### config.mk
export PLATFORM = sky130hd
export DESIGN_NAME = ltpi_link_align_ctrl
export DESIGN_NICKNAME = d
export VERILOG_FILES = /design/src/rtl/ltpi_link_align_ctrl.sv
export SDC_FILE = /design/constraint.sdc
export NUM_CORES = 1
export LEC_CHECK = 0
export CAP_MARGIN = 20
export CORE_ASPECT_RATIO = 0.75
export CORE_MARGIN = 1
export CORE_UTILIZATION = 34
export CTS_CLUSTER_SIZE = 10
export DETAILED_ROUTE_END_ITERATION = 10
export SYNTH_ARGS = -nofsm -noshare
export SYNTH_HDL_FRONTEND = slang
export SYNTH_SLANG_ARGS = --single-unit
### constraint.sdc
create_clock -name clk_i -period 2.15 [get_ports clk_i]
set_input_delay 0.43 -clock clk_i [delete_from_list [all_inputs] [get_ports clk_i]]
set_output_delay 0.43 -clock clk_i [all_outputs]
set_load 0.05 [all_outputs]
### src/rtl/ltpi_link_align_ctrl.sv
// LTPI receive frame aligner: bitslip hunt, qualification over good frames, loss on bad frames; LTPI_ALIGN_STATS_EN adds stat counters.
// Latency: all outputs registered, one cycle after the deciding frame; no backpressure (frames are strobes and are never stalled).
module ltpi_link_align_ctrl #(
    parameter int ALIGN_CNT     = 7,
    parameter int LOST_CNT      = 3,
    parameter int SLIP_WAIT_CYC = 4,
    parameter int SLIP_MAX      = 10
) (
    input  logic        clk_i,
    input  logic        reset_i,
    input  logic        enable_i,
    input  logic        frm_valid_i,
    input  logic        frm_comma_ok_i,
    input  logic        frm_crc_ok_i,
    output logic        bitslip_o,
    output logic        link_aligned_o,
    output logic        align_lost_o,
    output logic        hunt_timeout_o,
    output logic [1:0]  state_o
`ifdef LTPI_ALIGN_STATS_EN
    ,
    output logic [15:0] slip_total_o,
    output logic [15:0] lost_total_o,
    output logic [15:0] bad_frm_total_o
`endif
);

    typedef enum logic [1:0] {
        ST_HUNT      = 2'd0,
        ST_SLIP_WAIT = 2'd1,
        ST_CHECK     = 2'd2,
        ST_ALIGNED   = 2'd3
    } state_t;

    localparam logic [7:0] ALIGN_C = 8'(ALIGN_CNT);
    localparam logic [7:0] LOST_C  = 8'(LOST_CNT);
    localparam logic [7:0] WAIT_C  = 8'(SLIP_WAIT_CYC);
    localparam logic [7:0] SLIP_C  = 8'(SLIP_MAX);

    state_t     state_q, state_d;
    logic [7:0] good_cnt_q, good_cnt_d;
    logic [7:0] bad_cnt_q, bad_cnt_d;
    logic [7:0] slip_cnt_q, slip_cnt_d;
    logic [7:0] wait_cnt_q, wait_cnt_d;
    logic       bitslip_q, bitslip_d;
    logic       align_lost_q, align_lost_d;
    logic       hunt_timeout_q, hunt_timeout_d;
    logic       link_aligned_q;
    logic       good_frm, bad_frm, slip_req;

    function automatic logic [7:0] sat_inc(input logic [7:0] v);
        return (v == 8'hFF) ? v : v + 8'd1;
    endfunction

    assign good_frm = frm_valid_i & frm_comma_ok_i & frm_crc_ok_i;
    assign bad_frm  = frm_valid_i & ~(frm_comma_ok_i & frm_crc_ok_i);

    always_comb begin
        state_d        = state_q;
        good_cnt_d     = good_cnt_q;
        bad_cnt_d      = bad_cnt_q;
        slip_cnt_d     = slip_cnt_q;
        wait_cnt_d     = wait_cnt_q;
        bitslip_d      = 1'b0;
        align_lost_d   = 1'b0;
        hunt_timeout_d = 1'b0;
        slip_req       = 1'b0;
        if (!enable_i) begin
            state_d      = ST_HUNT;
            good_cnt_d   = 8'd0;
            bad_cnt_d    = 8'd0;
            slip_cnt_d   = 8'd0;
            wait_cnt_d   = 8'd0;
            align_lost_d = (state_q == ST_ALIGNED);
        end else begin
            case (state_q)
                ST_HUNT: begin
                    if (good_frm) begin
                        good_cnt_d = 8'd1;
                        bad_cnt_d  = 8'd0;
                        if (ALIGN_C <= 8'd1) begin
                            state_d    = ST_ALIGNED;
                            slip_cnt_d = 8'd0;
                        end else begin
                            state_d = ST_CHECK;
                        end
                    end else if (bad_frm) begin
                        slip_req = 1'b1;
                    end
                end
                ST_SLIP_WAIT: begin
                    wait_cnt_d = sat_inc(wait_cnt_q);
                    if (wait_cnt_d >= WAIT_C) begin
                        wait_cnt_d = 8'd0;
                        state_d    = ST_HUNT;
                    end
                end
                ST_CHECK: begin
                    if (good_frm) begin
                        good_cnt_d = sat_inc(good_cnt_q);
                        if (good_cnt_d >= ALIGN_C) begin
                            state_d    = ST_ALIGNED;
                            slip_cnt_d = 8'd0;
                            bad_cnt_d  = 8'd0;
                        end
                    end else if (bad_frm) begin
                        good_cnt_d = 8'd0;
                        slip_req   = 1'b1;
                    end
                end
                default: begin
                    if (good_frm) begin
                        bad_cnt_d = 8'd0;
                    end else if (bad_frm) begin
                        bad_cnt_d = sat_inc(bad_cnt_q);
                        if (bad_cnt_d >= LOST_C) begin
                            state_d      = ST_HUNT;
                            align_lost_d = 1'b1;
                            good_cnt_d   = 8'd0;
                            bad_cnt_d    = 8'd0;
                        end
                    end
                end
            endcase
        end
        // Every slip, from HUNT or CHECK, counts toward the hunt round.
        if (slip_req) begin
            bitslip_d  = 1'b1;
            state_d    = ST_SLIP_WAIT;
            wait_cnt_d = 8'd0;
            slip_cnt_d = sat_inc(slip_cnt_q);
            if (slip_cnt_d >= SLIP_C) begin
                hunt_timeout_d = 1'b1;
                slip_cnt_d     = 8'd0;
            end
        end
    end

    always_ff @(posedge clk_i) begin
        if (reset_i) begin
            state_q        <= ST_HUNT;
            good_cnt_q     <= 8'd0;
            bad_cnt_q      <= 8'd0;
            slip_cnt_q     <= 8'd0;
            wait_cnt_q     <= 8'd0;
            bitslip_q      <= 1'b0;
            align_lost_q   <= 1'b0;
            hunt_timeout_q <= 1'b0;
            link_aligned_q <= 1'b0;
        end else begin
            state_q        <= state_d;
            good_cnt_q     <= good_cnt_d;
            bad_cnt_q      <= bad_cnt_d;
            slip_cnt_q     <= slip_cnt_d;
            wait_cnt_q     <= wait_cnt_d;
            bitslip_q      <= bitslip_d;
            align_lost_q   <= align_lost_d;
            hunt_timeout_q <= hunt_timeout_d;
            link_aligned_q <= (state_d == ST_ALIGNED);
        end
    end

    assign bitslip_o      = bitslip_q;
    assign link_aligned_o = link_aligned_q;
    assign align_lost_o   = align_lost_q;
    assign hunt_timeout_o = hunt_timeout_q;
    assign state_o        = state_q;

`ifdef LTPI_ALIGN_STATS_EN
    logic [15:0] slip_total_q, lost_total_q, bad_frm_total_q;

    always_ff @(posedge clk_i) begin
        if (reset_i) begin
            slip_total_q    <= 16'd0;
            lost_total_q    <= 16'd0;
            bad_frm_total_q <= 16'd0;
        end else begin
            if (bitslip_q && slip_total_q != 16'hFFFF)
                slip_total_q <= slip_total_q + 16'd1;
            if (align_lost_q && lost_total_q != 16'hFFFF)
                lost_total_q <= lost_total_q + 16'd1;
            if (enable_i && bad_frm && state_q == ST_ALIGNED && bad_frm_total_q != 16'hFFFF)
                bad_frm_total_q <= bad_frm_total_q + 16'd1;
        end
    end

    assign slip_total_o    = slip_total_q;
    assign lost_total_o    = lost_total_q;
    assign bad_frm_total_o = bad_frm_total_q;
`endif

endmodule

-- After elaboration in Yosys (flattened, before gate mapping)
Index checks and enable logic that the tools add are counted.
- $add $sub $neg: 4
- $lt $le $gt $ge: 4
- equality and inequality tests: 15
- multiplexer cells: 44
- bitwise gates (word level): 8
- reduce and logical (&&, ||, !) cells: 11
- operators with widths (operator ; number):
    two-way mux 8 bit ; 21
    one-hot mux 8 bit (3 select lines) ; 2
    adder 8 x 1 -> 8 bit (second input constant) ; 4
    equality test 8 bit (second input constant) ; 4
    two-way mux 2 bit ; 9
    greater-or-equal comparator 8 x 3 -> 1 bit (second input constant) ; 2
    != test 3 x 1 -> 1 bit (second input constant) ; 4
    two-way mux 1 bit ; 11
    AND reduction 5 bit ; 2
    greater-or-equal comparator 8 x 2 -> 1 bit (second input constant) ; 1
    greater-or-equal comparator 8 x 4 -> 1 bit (second input constant) ; 1
    equality test 2 bit (second input constant) ; 3
    != test 2 bit (second input constant) ; 3
    one-hot mux 2 bit (3 select lines) ; 1
    OR reduction 2 bit ; 3
    OR reduction 3 bit ; 2
    bitwise AND 1 bit ; 4
    inverter 1 bit ; 4
    AND reduction 3 bit ; 1
    nonzero test 3 bit ; 1
    equality test 2 x 1 -> 1 bit (second input constant) ; 1
    zero test 2 bit ; 1
    nonzero test 2 bit ; 1
- flip-flop bits (word level): 38
- bits of input ports: 6
- output and inout bits: 6
- logic and storage cells: 95

-- Logic depth before layout (Yosys ltp)
- depth after elaboration: 10
- gate-level depth with buffers: 6

-- Worst setup path before layout
OpenSTA, ideal clock, no wires.
- kind: register to register
- start: register state_q[0] (netlist: state_o[0])
- end: register good_cnt_q[1]
- setup time: 138 ps
- data arrival time: 1630 ps
- required time: 2012 ps
- slack: 381 ps
- cell stages (with the launch flop): 7
- period minus slack after synthesis: 1769 ps
- cell sequence: dfxtp_1 > buf_2 > and4b_1 > and2_1 > clkbuf_1 > a31oi_1 > a211oi_1
- cells in the longest elaborated chain, start to end: 3
- elaborated cells between the ends (all ways): 9
- classes of those cells: eq/ne: 4; mux: 1; bitwise: 1; reduce/logical: 3
- RTL lines (element ; RTL line ; RTL):
    start, declared ; 40 ; state_t state_q, state_d;
    start signal, assigned ; 151 ; state_q <= state_d;
    equality test 2 bit, or another cell as far along ; 76 ; case (state_q)
    != test 3 x 1 -> 1 bit (no source line), or another cell as far along ; - ;
    AND reduction 5 bit (no source line) ; - ;
    end signal, assigned ; 152 ; good_cnt_q <= good_cnt_d;
    end, declared ; 41 ; logic [7:0] good_cnt_q, good_cnt_d;
Parallel ways exist; a longest one is shown, timed or not.
A chain may end at the register's enable or synchronous reset.

-- Worst setup path in the final report
- start: register good_cnt_q[0]
- end: register bad_cnt_q[1]
- cells in the longest elaborated chain, start to end: 5
- elaborated cells between the ends (all ways): 6
- classes of those cells: add/sub: 1; order compare: 1; eq/ne: 2; mux: 1; reduce/logical: 1
- RTL lines (element ; RTL line ; RTL):
    adder 8 x 1 -> 8 bit / equality test 8 bit (equally long branches) ; 52 ; return (v == 8'hFF) ? v : v + 8'd1;
    two-way mux 8 bit * ; 52 ;
    greater-or-equal comparator 8 x 3 -> 1 bit * ; 101 ; if (good_cnt_d >= ALIGN_C) begin
    != test 2 bit (no source line) * ; - ;
    AND reduction 5 bit (no source line) * ; - ;
    end signal, assigned ; 153 ; bad_cnt_q <= bad_cnt_d;
    end, declared ; 42 ; logic [7:0] bad_cnt_q, bad_cnt_d;
Every way passes the cells marked *; elsewhere a longest branch is shown, timed or not.

==> results.md <==
- The run finished with clean final reports.
- The sort of element at the start of the critical path is a register.
- The mean instance size in the synthesized netlist is 8.70 sq um.
- The overall die area is 6150 sq um.
- The cell sitting at the root of the clock tree is a sky130_fd_sc_hd__clkbuf_8.
- Data on the critical path is required at its endpoint by between 2 and 2.5 ns.
- Clock-pin slew was measured on the worst setup and hold paths at ~0.080 ns.
- The die width is 90.2 um.
- After Yosys synthesis, and, or, nand and nor cells account for 28.6% of the synthesized area.
- Clock tree synthesis found a total of 38 sinks.
- The number of ports placed on the die boundary is 12.
- At the worst endpoint, the arrival time is about 2.1 ns.
- The global routing stage identified its most utilized layer as met1.
- The fraction of the mapped netlist area in compound gates is between 20 and 25%.
- From bottom edge to top edge, the die measures 68.2 um.
- Setup repair after global routing left no endpoint under its margin.
- Summing the areas of all fa, ha and maj instances in the mapped netlist gives 2.52% of the synthesized area.
- Post-CTS timing repair inserted 0 buffers for setup.
- The highest achievable clock rate is 508 MHz.
- The number of iterations in the first detailed-routing pass is 4.
- Yosys attributes the largest share of cell area to sky130_fd_sc_hd__dfxtp_1 (38%), sky130_fd_sc_hd__nand2_1 (4.9%), sky130_fd_sc_hd__nor2_1 (3.4%).
- The H-tree was split into 2 levels.
- The share of synthesized flip-flops with an asynchronous set or reset is 0%.
- The count of buffers inserted at the top-level ports is 11.
- At the placement stage, the worst setup path has a slack of 0.0737 ns.
- Subtracting the final worst setup slack from the clock period gives between 1.5 and 2 ns.
- The setup path with the least slack is of type register to register.
- The global routing met1 resource utilization is 22.0%.
- Counting every net in the synthesized netlist gives around 240.
- After detailed routing, the average wire length per cell comes to 13.2 um.
- The floorplan has 23 rows.
- The core region is approximately 5500 sq um.
- The final weighted congestion in routability-driven placement is 0.770.
- The first global-routing pass estimated 7090 um of wire.
- In the routed layout, each cell is associated on average with a via count of around 5.2.
- TritonCTS built the clock tree.
- The deepest clock path buffer count is 2.
- The worst clock skew on the final layout is 0.0123 ns.
- In this run, synthesis inferred 0 flip-flops with an integrated enable.
- The power density of the placed cells is 562 nW/um^2.
- The commonest cells after synthesis are sky130_fd_sc_hd__dfxtp_1 (38), sky130_fd_sc_hd__nand2_1 (26), sky130_fd_sc_hd__nor2_1 (18).
- The met2 track demand over resource is 20.4%.
- The count of vias placed by the detailed router is 1674.
- For this design the static power due to leakage is 0.779 nW.
- The netlist area before placement is ~2000 sq um.
- In this run, the number of DRC markers left after iteration 0 of detailed routing was 102.
- The proportion of synthesized area in mux cells is around 1%.
- For the worst-skew pair, the clock arrives at the later sink with an insertion delay of 0.28 ns.
- The worst setup path is captured at a register.
- In this run the worst path has a maximum fanout of 8.
- The total setup violations reported at the end of the flow is 0.
- The met3 track demand over resource in global routing is 4.22%.
- The routed wire length is 4210 um.
- The pin count of the biggest net entering global routing is 12.
- The number of storage elements in the synthesis netlist is 38.
- 0 antenna diodes ended up in the layout.
- The share of the Yosys chip area taken by registers is 38.3%.
- The initial antenna violation count was 0.
- The effective utilization at floorplan is 36.3%.
- The leftover overflow at the end of global routing is 0.
- The global-route usage over all layers is between 10% and 20%.
- The synthesized design spends more area on one cell type than any other, namely sky130_fd_sc_hd__dfxtp_1.
- The dominant combinational cell family by area after synthesis is simple AND/OR/NAND/NOR gates.
- At the end of the flow the core is filled with cells to 41.5%.
- The worst setup slack after layout is 0.180 ns.
- The ratio of cells with drive above 1 in the final layout is between 10% and 20%.
- The final count of hold timing violations is 0.
- The xor-xnor portion of the synthesized cell area is 0.883%.
- The remaining number of nets flagged by the antenna check after routing is 0.
- The net count of the finished layout is around 260.
- For this run, design rule violations remaining after detail routing come to 0.
- Counting the buffers created by CTS gives 5.
- The wire-length estimate of the detail-placed layout is 3140 um.
- For this run, the number of Yosys warnings is 0.
- The area growth from synthesis to layout is 14.2%.
- Summed over its instances, the top area cell type makes up 38.3% of the synthesized netlist area.
- The worst max-slew margin expressed relative to the limit is between 60% and 70%.
- The placed instance area is 2180 sq um.
- The total non-filler cell area in the finished layout is roughly 2300 sq um.
- The peak ir drop on the vdd network is ~390 uV.
- The max-capacitance violation count is 0.
- The most common cell in the netlist is sky130_fd_sc_hd__dfxtp_1.
- The number of pins with negative max-slew slack in the final report is 0.
- The via count of the first global-routing pass is roughly 1.5k.
- In the final timing run, aggregate negative setup slack is 0 ns.
- The post-cts sizing count is 0.
- Dividing the final minimum period by the clock period gives 91.6%.
- The count of unique library cells instantiated by Yosys is 58.
- The type of the worst min-delay path is register to register.
- The number of instances in the synthesized netlist is 228.
- The worst-margin pin slew is 0.491 ns.
- In this run, post-CTS hold repair placed 0 buffers.
- The most frequently used flop master after synthesis is sky130_fd_sc_hd__dfxtp_1.
## sequential cells by signal (all words and copies together) (netlist names)
register and count:
good_cnt_q 8, wait_cnt_q 8, bad_cnt_q 8, state_o 2, bitslip_o 1, hunt_timeout_o 1, align_lost_o 1, slip_cnt_q 8
link_aligned_o 1
## worst max-delay path, cell delays in order (launching register included)
cell	delay, ns
sky130_fd_sc_hd__dfxtp_1	0.44
sky130_fd_sc_hd__ha_1	0.29
sky130_fd_sc_hd__nand3_1	0.18
sky130_fd_sc_hd__mux2i_1	0.29
sky130_fd_sc_hd__a22oi_4	0.15
sky130_fd_sc_hd__a41oi_4	0.36
sky130_fd_sc_hd__o21ai_1	0.12
## report_power, final
group          switching, W  total [W]  leakage, nW  internal, W
sequential       0.00000672   0.000714        0.306     0.000707
clock              0.000231   0.000478       0.0431     0.000247
combinational     0.0000481  0.0000820        0.429    0.0000339
total              0.000286    0.00127        0.779     0.000989
## layout by cell type (no fill, tap or decap), types with 3 or more instances in the layout
| cell type | instances |
|---|---|
| sky130_fd_sc_hd__dfxtp_1 | 38 |
| sky130_fd_sc_hd__nand2_1 | 26 |
| sky130_fd_sc_hd__nor2_1 | 18 |
| sky130_fd_sc_hd__o21ai_0 | 13 |
| sky130_fd_sc_hd__a21oi_1 | 12 |
| sky130_fd_sc_hd__nand3_1 | 11 |
| sky130_fd_sc_hd__buf_4 | 11 |
| sky130_fd_sc_hd__and2_1 | 9 |
| sky130_fd_sc_hd__clkdlybuf4s50_1 | 9 |
| sky130_fd_sc_hd__nor3_1 | 6 |
| sky130_fd_sc_hd__a31oi_1 | 6 |
| sky130_fd_sc_hd__a211oi_1 | 6 |
| sky130_fd_sc_hd__clkbuf_8 | 6 |
| sky130_fd_sc_hd__nor3b_1 | 5 |
| sky130_fd_sc_hd__inv_1 | 4 |
| sky130_fd_sc_hd__nand4_1 | 4 |
| sky130_fd_sc_hd__ha_1 | 4 |
| sky130_fd_sc_hd__and3_1 | 3 |
| sky130_fd_sc_hd__a21bo_2 | 3 |
| sky130_fd_sc_hd__o21a_1 | 3 |
## metrics by stage
stage / instances / total power, W / hold WS [ns]
after floorplan: 228 / 0.000779 / 0.420
after global placement: 313 / 0.000812 / 0.438
after detailed placement: 313 / 0.000812 / 0.439
after CTS: 319 / 0.00128 / 0.456
after global routing: 319 / 0.00133 / 0.475
final: 319 / 0.00127 / 0.452
## worst paths after layout
kind	start	end	slack (ns)	cells after the start
worst min register to register	wait_cnt_q[6]$_SDFFE_PP0P_	wait_cnt_q[6]$_SDFFE_PP0P_	0.45	1
worst max register to register	good_cnt_q[0]$_SDFFE_PP0P_	bad_cnt_q[1]$_SDFFE_PP0P_	0.18	6
worst max-delay path	good_cnt_q[0]$_SDFFE_PP0P_	bad_cnt_q[1]$_SDFFE_PP0P_	0.18	6
worst min-delay path	wait_cnt_q[6]$_SDFFE_PP0P_	wait_cnt_q[6]$_SDFFE_PP0P_	0.45	1
## layout make-up
class / count / area, sq um
timing repair buffer: 20 / 173
sequential: 38 / 761
clock buffer: 6 / 82.6
inverter: 4 / 15.0
fill: 564 / 3200
multi-input combinational: 176 / 1140
tap: 75 / 93.8
## cell families after synthesis
group | after synthesis
and+or+nand+nor | 104
AOI/OAI and AO/OA | 64
DFF | 38
buffers and inverters | 14
adders and majority gates | 4
xor gates and xnor gates | 2
muxes | 2
## metal layers
layer	routed length, um	part of all wire, %
met1	2450	58
met2	1600	38
met3	149	3.5
met4	8	0.19
met5	0	0
Note: power is estimated with default switching activity, not from simulation.
